[config.mk]
export PLATFORM = sky130hd
export DESIGN_NAME = audio_out_stage
export DESIGN_NICKNAME = d
export VERILOG_FILES = /design/src/rtl/audio_pkg.sv /design/src/rtl/sample_fifo.sv /design/src/rtl/audio_out_stage.sv
export SDC_FILE = /design/constraint.sdc
export NUM_CORES = 1
export LEC_CHECK = 0
export ABC_AREA = 1
export CAP_MARGIN = 30
export CORE_ASPECT_RATIO = 0.75
export CORE_MARGIN = 2
export CORE_UTILIZATION = 49
export DETAILED_ROUTE_END_ITERATION = 10
export PLACE_DENSITY = 0.74
export SYNTH_ARGS = -nofsm -noshare
export SYNTH_HDL_FRONTEND = slang
export SYNTH_SLANG_ARGS = --single-unit
[constraint.sdc]
create_clock -name clk -period 1.9 [get_ports clk]
set_clock_uncertainty 0.1 [all_clocks]
set_input_delay 0.475 -clock clk [delete_from_list [all_inputs] [get_ports clk]]
set_output_delay 0.475 -clock clk [all_outputs]
set_load 0.1 [all_outputs]
[src/rtl/audio_pkg.sv]
// Shared types and constants for the audio output stage: sample type,
// attenuation limit and the output FSM state encoding.
package audio_pkg;

   typedef logic signed [15:0] sample_t;

   localparam int unsigned ATTEN_MAX = 7;

   typedef enum logic {
      IDLE  = 1'b0,
      WRITE = 1'b1
   } out_state_t;

endpackage

[src/rtl/sample_fifo.sv]
// Power-of-two sample FIFO with occupancy count; a push into a full FIFO is
// accepted only when a pop happens in the same cycle.
module sample_fifo
   import audio_pkg::*;
#(
   parameter int DEPTH = 4,
   localparam int AW = $clog2(DEPTH)
) (
   input  logic          clk,
   input  logic          rst,
   input  logic          push,
   input  sample_t       push_data,
   input  logic          pop,
   output sample_t       pop_data,
   output logic          full,
   output logic          empty,
   output logic [AW:0]   level
);

   sample_t         mem_q [DEPTH];
   logic [AW-1:0]   wr_ptr_q, wr_ptr_d;
   logic [AW-1:0]   rd_ptr_q, rd_ptr_d;
   logic [AW:0]     level_q, level_d;
   logic            do_push, do_pop;

   assign full     = (level_q == (AW+1)'(DEPTH));
   assign empty    = (level_q == '0);
   assign level    = level_q;
   assign pop_data = mem_q[rd_ptr_q];

   always_comb begin
      do_pop   = pop && !empty;
      do_push  = push && (!full || do_pop);
      wr_ptr_d = do_push ? wr_ptr_q + AW'(1) : wr_ptr_q;
      rd_ptr_d = do_pop  ? rd_ptr_q + AW'(1) : rd_ptr_q;
      level_d  = level_q + (AW+1)'(do_push) - (AW+1)'(do_pop);
   end

   always_ff @(posedge clk) begin
      if (rst) begin
         wr_ptr_q <= '0;
         rd_ptr_q <= '0;
         level_q  <= '0;
      end else begin
         wr_ptr_q <= wr_ptr_d;
         rd_ptr_q <= rd_ptr_d;
         level_q  <= level_d;
      end
   end

   // Storage needs no reset: pointers and level define which entries are live.
   always_ff @(posedge clk) begin
      if (do_push && !rst) begin
         mem_q[wr_ptr_q] <= push_data;
      end
   end

endmodule

[src/rtl/audio_out_stage.sv]
// Audio output stage: attenuate/mute strobed samples, buffer them, and hand
// them to the codec one stereo word per transfer. Volume control is built
// only when AUDIO_OUT_STAGE_VOLUME_EN is defined; otherwise attenuation is 0.
module audio_out_stage
   import audio_pkg::*;
#(
   parameter int DEPTH = 4
) (
   input  logic                     clk,
   input  logic                     rst,
   input  logic [15:0]              sample_in,
   input  logic                     sample_strobe,
   input  logic                     vol_up,
   input  logic                     vol_down,
   input  logic                     mute,
   input  logic                     codec_ready,
   output logic                     codec_write,
   output logic [15:0]              codec_left,
   output logic [15:0]              codec_right,
   output logic [$clog2(DEPTH):0]   fifo_level,
   output logic                     overflow,
   output out_state_t               state_dbg
);

   out_state_t state_q, state_d;
   sample_t    word_q, word_d;
   logic [2:0] atten_q, atten_d;
   logic       overflow_q, overflow_d;

   sample_t    sample_s, shifted, push_data, pop_data;
   logic       pop, push_ok, fifo_full, fifo_empty;

   always_comb begin
      atten_d = atten_q;
`ifdef AUDIO_OUT_STAGE_VOLUME_EN
      if (vol_up && !vol_down && atten_q != 3'd0) begin
         atten_d = atten_q - 3'd1;
      end else if (vol_down && !vol_up && atten_q != 3'(ATTEN_MAX)) begin
         atten_d = atten_q + 3'd1;
      end
`else
      atten_d = 3'd0;
`endif
   end

`ifndef AUDIO_OUT_STAGE_VOLUME_EN
   logic unused_vol;
   assign unused_vol = vol_up ^ vol_down;
`endif

   // The strobed sample is shifted by the attenuation held before this edge.
   always_comb begin
      sample_s   = sample_in;
      shifted    = sample_s >>> atten_q;
      push_data  = mute ? sample_t'(16'h0000) : shifted;
      pop        = (state_q == IDLE) && !fifo_empty;
      push_ok    = sample_strobe && (!fifo_full || pop);
      overflow_d = overflow_q | (sample_strobe && !push_ok);
   end

   always_comb begin
      state_d = state_q;
      word_d  = word_q;
      case (state_q)
         IDLE: begin
            if (pop) begin
               state_d = WRITE;
               word_d  = pop_data;
            end
         end
         WRITE: begin
            if (codec_ready) begin
               state_d = IDLE;
            end
         end
         default: state_d = IDLE;
      endcase
   end

   always_ff @(posedge clk) begin
      if (rst) begin
         state_q    <= IDLE;
         word_q     <= '0;
         atten_q    <= '0;
         overflow_q <= 1'b0;
      end else begin
         state_q    <= state_d;
         word_q     <= word_d;
         atten_q    <= atten_d;
         overflow_q <= overflow_d;
      end
   end

   sample_fifo #(.DEPTH(DEPTH)) u_fifo (
      .clk       (clk),
      .rst       (rst),
      .push      (push_ok),
      .push_data (push_data),
      .pop       (pop),
      .pop_data  (pop_data),
      .full      (fifo_full),
      .empty     (fifo_empty),
      .level     (fifo_level)
   );

   assign codec_write = (state_q == WRITE);
   assign codec_left  = word_q;
   assign codec_right = word_q;
   assign overflow    = overflow_q;
   assign state_dbg   = state_q;

endmodule

After elaboration in Yosys (flattened, before gate mapping)

Memory sizes are Yosys's and may differ from the RTL's. A register that Yosys moved wholly into a read port is not among the register bits.
Cells that the tools add are included.

Input port bits: 23
Output and inout port bits: 38
RAM bits: 64
Logic and storage cells: 33
Latch bits: 0
Memory bits (read-only): 0
Memories kept: 1
Register bits: 9

Memory list:

| name         | depth | width | rd ports | clocked after Yosys merged registers in | write ports | RTL line          | text |
|---|---|---|---|---|---|---|---|
| u_fifo.mem_q | 4     | 16    | 1        | 1                                       | 1           | sample_fifo.sv:20 | `sample_t mem_q [DEPTH];` |

Muxes and demuxes: 6
Shifts and indexed selects: 0
Reductions and logical operators: 14
Multipliers: 0
Div/mod/pow operators: 0
Magnitude comparators: 0
Equality and inequality tests: 1
$add $sub $neg: 4
Bitwise operators: 2

Operators with widths:

| kind                                                          | number |
|---|---|
| 16-bit 2-to-1 mux                                             | 1 |
| 1-bit logical AND                                             | 6 |
| 2-bit by 1-bit adder with 2-bit output, second input constant | 2 |
| 1-bit logical NOT                                             | 4 |
| 1-bit 2-to-1 mux                                              | 4 |
| 3-bit by 1-bit adder with 3-bit output                        | 1 |
| 3-bit equality test, second input constant                    | 1 |
| 3-bit logical NOT                                             | 1 |
| 3-bit by 1-bit subtractor with 3-bit output                   | 1 |
| 1-bit logical OR                                              | 2 |
| 1-bit case mux with 2 select lines                            | 1 |
| 2-bit AND reduction                                           | 1 |
| 1-bit inverter                                                | 1 |
| 1-bit bitwise OR                                              | 1 |

Depth between registers and ports, before layout

Depth after elaboration: 9
Depth in mapped cells: 13
Gate-level depth less buffers: 13

By module

A second synthesis with hierarchy kept.

Cells, all modules: 357
Area, all modules: 3843.7 um^2

By module, submodules not included:

| module          | area an instance (um^2) | cells an instance | seq. area each (um^2) | instances |
|---|---|---|---|---|
| sample_fifo     | 2895.3                  | 225               | 2102.0                | 1 |
| audio_out_stage | 948.4                   | 132               | 360.3                 | 1 |

Least setup slack after synthesis

OpenSTA, ideal clock, no wires.

Path kind: reg-to-reg
Start point: register state_q, in the netlist codec_write
End point: register u_fifo.level_q[2], in the netlist u_fifo.level[2]
Clock period less this slack: 2.860 ns
Stages on the path, launching flop included: 13
Setup time: 0.117 ns
Arrival: 2.643 ns
Path buffers: 0
Setup slack: -0.960 ns
Data required time: 1.683 ns
Cell sequence: dfxtp_1 > inv_1 > nand2_4 > inv_1 > ha_1 > inv_1 > ha_1 > inv_1 > fa_1 > xor2_1 > nand2_1 > nand2_1 > nor2_1

Word-level cells in the longest chain between the ends: 7
Elaborated cells between the ends (all ways): 9
Classes of those cells: add/sub: 2; bitwise: 1; reduce/logical: 6

Ends and longest elaborated chain:

| element                                       | RTL line              | text |
|---|---|---|
| from (decl)                                   | audio_out_stage.sv:25 | `out_state_t state_q, state_d;` |
| from (signal assigned)                        | audio_out_stage.sv:87 | `state_q <= state_d;` |
| 1-bit inverter *                              | -                     |  |
| 1-bit logical AND *                           | audio_out_stage.sv:56 | `pop = (state_q == IDLE) && !fifo_empty;` |
| 1-bit logical AND *                           | sample_fifo.sv:32     | `do_pop = pop && !empty;` |
| net u_fifo.do_pop                             | sample_fifo.sv:24     | `logic do_push, do_pop;` |
| 1-bit logical OR                              | sample_fifo.sv:33     | `do_push = push && (!full \|\| do_pop);` |
| 1-bit logical AND                             | sample_fifo.sv:33     |  |
| 3-bit by 1-bit adder with 3-bit output        | sample_fifo.sv:36     | `level_d = level_q + (AW+1)'(do_push) - (AW+1)'(do_pop);` |
| 3-bit by 1-bit subtractor with 3-bit output * | sample_fifo.sv:36     |  |
| to (signal assigned)                          | sample_fifo.sv:47     | `level_q <= level_d;` |
| to (decl)                                     | sample_fifo.sv:23     | `logic [AW:0] level_q, level_d;` |

The timed path passes the listed nets; every way through them passes the cells marked *.
A chain may end at the register's enable or synchronous reset.

Worst setup path after layout

Start point: register u_fifo.level_q[1], in the netlist u_fifo.level[1]
End point: register u_fifo.level_q[2], in the netlist u_fifo.level[2]

Word-level cells in the longest chain between the ends: 8
Elaborated cells between the ends (all ways): 12
Classes of those cells: add/sub: 2; eq/ne: 1; reduce/logical: 9

Ends and longest elaborated chain:

| element                                       | RTL line                                 | text |
|---|---|---|
| 3-bit logical NOT *                           | sample_fifo.sv:27                        | `assign empty = (level_q == '0);` |
| 1-bit logical NOT *                           | sample_fifo.sv:32, audio_out_stage.sv:56 |  |
| 1-bit logical AND                             | audio_out_stage.sv:56                    |  |
| 1-bit logical AND *                           | sample_fifo.sv:32                        |  |
| net u_fifo.do_pop                             | sample_fifo.sv:24                        |  |
| 1-bit logical OR                              | sample_fifo.sv:33                        |  |
| 1-bit logical AND                             | sample_fifo.sv:33                        |  |
| 3-bit by 1-bit adder with 3-bit output        | sample_fifo.sv:36                        |  |
| 3-bit by 1-bit subtractor with 3-bit output * | sample_fifo.sv:36                        |  |

Marks and branches as above.

==> parameters.txt <==
Parameter                              Value

Setup path
  Crit path capture ... u_fifo.level[2]
  Worst flop-to-flop path startpoint ... u_fifo.level[1]
  Critical path startpoint ... u_fifo.level[1]
  Worst R2R End ... u_fifo.level[2]
  Number of cell instances on the worst register-to-register path ... 12
  Crit path required time ... 2.03 ns
  Slowest stage cell, crit path ... dfxtp_4
  Arr. time, crit path ... 2.13 ns
  Element type at the critical path end ... flop
  Startpoint type of the worst setup path ... flop
  Crit-path max cell delay ... 0.35 ns
  Cell-by-cell listing of the critical path ... nor2_4 -> nand2_2 -> nand2_4 -> inv_4 -> ha_4 -> inv_4 -> ha_4 -> inv_2 -> fa_2 -> xor2_2 -> nor2_1 -> nor2_1
  Worst reg-to-reg setup slack ... -0.1 ns
  Crit path kind ... reg -> reg
  Max Fanout on Critical Path ... 2

Status
  Outcome ... complete, but fails checks
  Violations in the final reports ... negative setup slack

GRT
  Overall routing resource usage ... 19.0%
  Fraction of met1 tracks used by global routing ... 22.9%
  Number of global-route vias before repair ... 2868
  Maximum number of pins on one net before global-route repair ... 35
  Global-route met3 utilization ... 6.54%
  Most used routing layer in global routing ... met2
  First-pass GRT wire length ... 13700 microns
  Gr ovfl total ... 0
  GR Util met2 ... 32.2%
  Number of antenna violations at the first check in global routing ... 0

Cells and area
  Fraction of layout instances using a drive strength above 1 ... about a fifth
  Post-layout net count ... between 500 and 600
  Most common cell after layout, fill and taps aside ... nand2_1
  Design Area, Final ... 0.00560 sq mm
  Number of antenna repair diodes ... 0
  Final non-filler cell total ... between 600 and 700
  Synth-to-layout area growth ... 34.2%
  Commonest non-fill, non-tap cells in the layout ... nand2_1 (118), inv_1 (107), edfxtp_1 (64)

Yosys
  Unique masters post-synth ... 23
  Syn Area/Cell ... ~9 sq um
  Synth Area in Adders ... under 10%
  Predominant post-synthesis flop cell ... edfxtp_1
  Main combinational cell family by area after synthesis ... simple AND/OR/NAND/NOR gates
  Proportion of synthesized flip-flops having asynchronous set or reset ... 0%
  Summed instance area of the synthesized netlist ... 0.00418 sq mm
  Synthesis-stage register bit count ... 89
  Synthesized-area fraction occupied by xor and xnor cells ... 0.210%
  Cells after synthesis ... 475
  Share of synthesized area spent on multiplexers ... 0%
  Post-Synth Simple-Gate Area ... 22.0%
  Count of flip-flops with a built-in enable after synthesis ... 64
  Number of nets in the synthesized netlist ... 505
  Portion of the post-synthesis area used by sequential elements ... 58.0%
  Compound-cell area share of the yosys netlist ... 0.689%
  Total of warnings raised by yosys ... 0

Placement
  Worst slack at placement ... -0.374 ns
  Weighted congestion reported at the end of routability-driven placement ... 0.784
  Placed cell count ... 625
  # port buffers ... 58
  Cell area after placement ... 0.00528 sq mm
  Post-detailed-placement half-perimeter wirelength ... 5350 microns

Clocking
  Later-pin clock latency in the skew report ... 0.34 ns
  Maximum buffer depth of the clock tree ... 2
  Maximum level of the CTS H-tree ... 3
  Number of sinks driven by the clock tree ... 89
  Clock tree from TritonCTS ... done
  TritonCTS buffer count ... 9
  Clock slew at reported path FFs ... 0.06 ns
  Buffer type at the clock tree root ... clkbuf_16
  Hold bufs inserted after CTS ... 0

Die
  Chip Width ... 111 microns
  # rows ... 29
  Core Region ... approximately 0.0084 sq mm
  Starting density of the core ... 49.8%
  Number of placed I/O pins ... 61
  Die height ... 83.9 microns
  Die Outline Area ... 0.00928 sq mm

STA
  Crit path time final ... 2.00 ns
  PnR worst setup slack ... -0.0961 ns
  Part of the cycle the worst path needs ... 105%
  Transition time of the tightest slew-check pin ... 0.520 ns
  Pins Over Slew Limit ... 0
  RSZ-0062 raised after global routing ... true
  Timing-limited maximum frequency ... 501 MHz
  Number of endpoints failing setup at the final stage ... 1
  Tightest slew margin relative to the limit ... between 60 and 70%
  Final hold violations ... 0

Routing
  Antenna Violating Nets Remaining ... 0
  Final routed wire length divided by cell count ... roughly 13 microns
  Via count ... 2963
  Number of violations reported at the end of detailed-routing iteration 0 ... ~140
  DR DRC count ... 0
  Wirelength, routed ... 8230 microns
  Via/cell ratio ... around 4.6
  DR pass1 iterations ... 4

Run
  Max-cap viol count ... 0

Worst hold path
  Classification of the worst-slack hold path ... reg -> reg
  Hold path startpoint ... overflow
==> final cells by class <==
cell class	instances	area, sq um
repair buffers	78	1190
inverters	114	435
flip-flops and latches	89	2460
well taps	108	135
multi-input cells	238	1090
clock buffers	11	243
fillers	630	2780
clock inverters	5	55.1
==> stage by stage <==
stage | hold WS (ns) | util [%] | setup TNS, ns
global route | 0.419 | 66.8 | -4.61
floorplan | 0.402 | - | -13.89
detailed placement | 0.375 | 62.9 | -13.51
finish | 0.386 | 66.8 | -0.0961
CTS | 0.385 | 66.7 | -0.108
global placement | 0.374 | 62.9 | -7.87
==> metal layers <==
metal / wire length (microns) / share of wire, %
met3: 345 / 4.2
met2: 4090 / 50
met4: 84 / 1.0
met5: 0 / 0
met1: 3710 / 45
==> state kept, by name (all words and copies together) (netlist names) <==
| register | flops |
|---|---|
| codec_left | 16 |
| codec_write | 1 |
| u_fifo.mem_q | 64 |
| u_fifo.level | 3 |
| u_fifo.wr_ptr_q | 2 |
| overflow | 1 |
| u_fifo.rd_ptr_q | 2 |
==> cells in the mapped netlist (2+ instances only) <==
| cell | instances | area [sq um] |
|---|---|---|
| a21oi_1 | 3 | 15.0 |
| inv_2 | 2 | 7.51 |
| edfxtp_1 | 64 | 1920 |
| buf_6 | 8 | 90.1 |
| buf_4 | 21 | 158 |
| nor2_1 | 63 | 236 |
| nand2_1 | 118 | 443 |
| inv_1 | 111 | 417 |
| nand2_2 | 3 | 18.8 |
| nand3_1 | 37 | 185 |
| dfxtp_1 | 25 | 500 |
| buf_2 | 4 | 20.0 |
| ha_1 | 6 | 75.1 |
==> kinds of logic (layout without fill, tap and decap cells) <==
logic type,after synthesis,after routing
xor+xnor,1,1
fa+ha+maj,7,7
flops,89,89
simple gates,225,225
buf+inv,148,208
compound gates,5,5
==> repair_timing <==
action / 4_1_cts / 5_1_grt
pin swaps: 4 / 1
endpoints found under the setup margin: 1 / 2
gates resized for setup: 1 / 3
setup buffers: 1 / 1
cloned: 0 / 0
==> worst max-delay path: cells and delay by family, from the launching register on <==
| family | cells | cell delay, ns |
|---|---|---|
| flip-flops | 1 | 0.35 |
| buffers and inverters | 3 | 0.12 |
| AND/OR/NAND/NOR | 5 | 0.47 |
| XOR/XNOR | 1 | 0.17 |
| adder cells (fa/ha/maj) | 3 | 0.66 |
==> worst min path at each step <==
stage / endpoint / slack (ns) / cells after the start
2_1_floorplan: u_fifo.wr_ptr_q[1] / 0.40 / 2
3_3_place_gp: overflow / 0.37 / 2
3_5_place_dp: overflow / 0.38 / 2
4_1_cts: overflow / 0.39 / 2
5_1_grt: overflow / 0.42 / 2
6_report: overflow / 0.39 / 2
Power is not shown: default switching activity piles up to over one toggle a cycle in this logic, so the estimate is an artifact.
==> edit, RTL diff (same flow settings) <==
`DEPTH` is set to 4 in 2 places; all go to 2.
--- a/src/rtl/sample_fifo.sv
+++ b/src/rtl/sample_fifo.sv
@@ -4,5 +4,5 @@
    import audio_pkg::*;
 #(
-   parameter int DEPTH = 4,
+   parameter int DEPTH = 2,
    localparam int AW = $clog2(DEPTH)
 ) (
--- a/src/rtl/audio_out_stage.sv
+++ b/src/rtl/audio_out_stage.sv
@@ -5,5 +5,5 @@
    import audio_pkg::*;
 #(
-   parameter int DEPTH = 4
+   parameter int DEPTH = 2
 ) (
    input  logic                     clk,
Interface: changed (resized fifo_level); port bits go from 61 to 60. No check against the original RTL was run, so the function may have changed too.
==> edit against the unedited design <==
Area after synthesis down 46%; worst setup slack better by 370 ps; sequential cell count down 35; wire length down 48%; critical path depth down 8; final area down 41%; first-iteration DRC count down 29%; cell count down 47%; global-route usage down 0.63 points; sequential share of layout area down 0.59 points; register-to-register slack better by 520 ps.
Power is left out: the tool's default activity adds up to more than one toggle a clock period on the data nets, which glitch-free logic cannot reach.
==> edit: results (changes against the unedited design) <==
stage	metric	value	unit	change
place	globalplace.congestion	0.7134		was 0.7844
global_routing	grt_pass1_wl	7079	µm	was 13710 µm
outcome	status	complete, no violations		was finished, violations left
place	dp_hpwl	3095	µm	was 5355 µm
timing	relSlewSlack	0.7806		was 0.6531
worst_setup_path	crit_path_max_incr_delay	530	ps	was 350 ps
cts	clk_pin_slew	90	ps	was 60 ps
cts	cts_resized	0		was 1
worst_setup_path	r2r_end	u_fifo.mem_q[1][14]		was u_fifo.level[2]
routing	drtIter0Drc	98		was 138
timing	fin_crit	1628	ps	was 1996 ps
cts	cts_buffers	5		was 9
cts	insertion_delay	310	ps	was 340 ps
logic_synthesis	seq_area_frac_synth	0.6171		was 0.5802
place	io_buffer_count	57		was 58
worst_setup_path	critPathArrivalTime	1550	ps	was 2130 ps
global_routing	grt_pass1_vias	1458		was 2868
place	pre_cts_ws	-15.12	ps	was -373.9 ps
routing	avgViaCountPerCell	4.700		was 4.608
timing	fin_hold_ws	396.6	ps	was 385.5 ps
global_routing	use_met1	0.2554		was 0.2287
worst_setup_path	reg2regPathDepth	5		was 12
logic_synthesis	post_synth_main_area_contributors	edfxtp_1 42%, dfxtp_1 19%, nand2_1 8.9%		was edfxtp_1 46%, dfxtp_1 12%, nand2_1 11%
worst_setup_path	path_max_fanout	16		was 2
place	place_area	3191	µm²	was 5275 µm²
logic_synthesis	synth_edf_count	32		was 64
cells_and_area	largest_reg_flops	32		was 64
routing	wl	4301	µm	was 8228 µm
logic_synthesis	synth_nets	264		was 505
global_routing	use_met2	0.2722		was 0.3218
## edit: layer usage
layer	wire, µm	share of wire	vias to the layer above
met5	0	0	-
li1	-	-	826
met2	1987	0.46	60
met4	34	0.0079	0
met1	1983	0.46	723
met3	296	0.069	3
## edit: tightest hold or removal path: stages (launching register included)
cell,delay (ps)
dfxtp_1,350
inv_1,60
a21oi_1,60
## edit: cell type report
type	count	area [µm²]	share of cell area
Clock buffer	5	68.82	0.02086
Clock inverter	3	40.04	0.01214
Inverter	23	88.84	0.02692
Multi-Input combinational cell	136	576.8	0.1748
Sequential cell	54	1428	0.4327
Tap cell	57	71.32	0.02162
Timing Repair Buffer	65	1026	0.3110
## edit: kinds of logic after synthesis
group	Yosys count	share of synthesized area
adder cells (fa/ha/maj)	1	0.005509
AO/OA/AOI/OAI	23	0.05510
flip-flops	54	0.6171
AND/OR/NAND/NOR	111	0.1873
XOR/XNOR	1	0.003857
buffers and inverters	50	0.1311
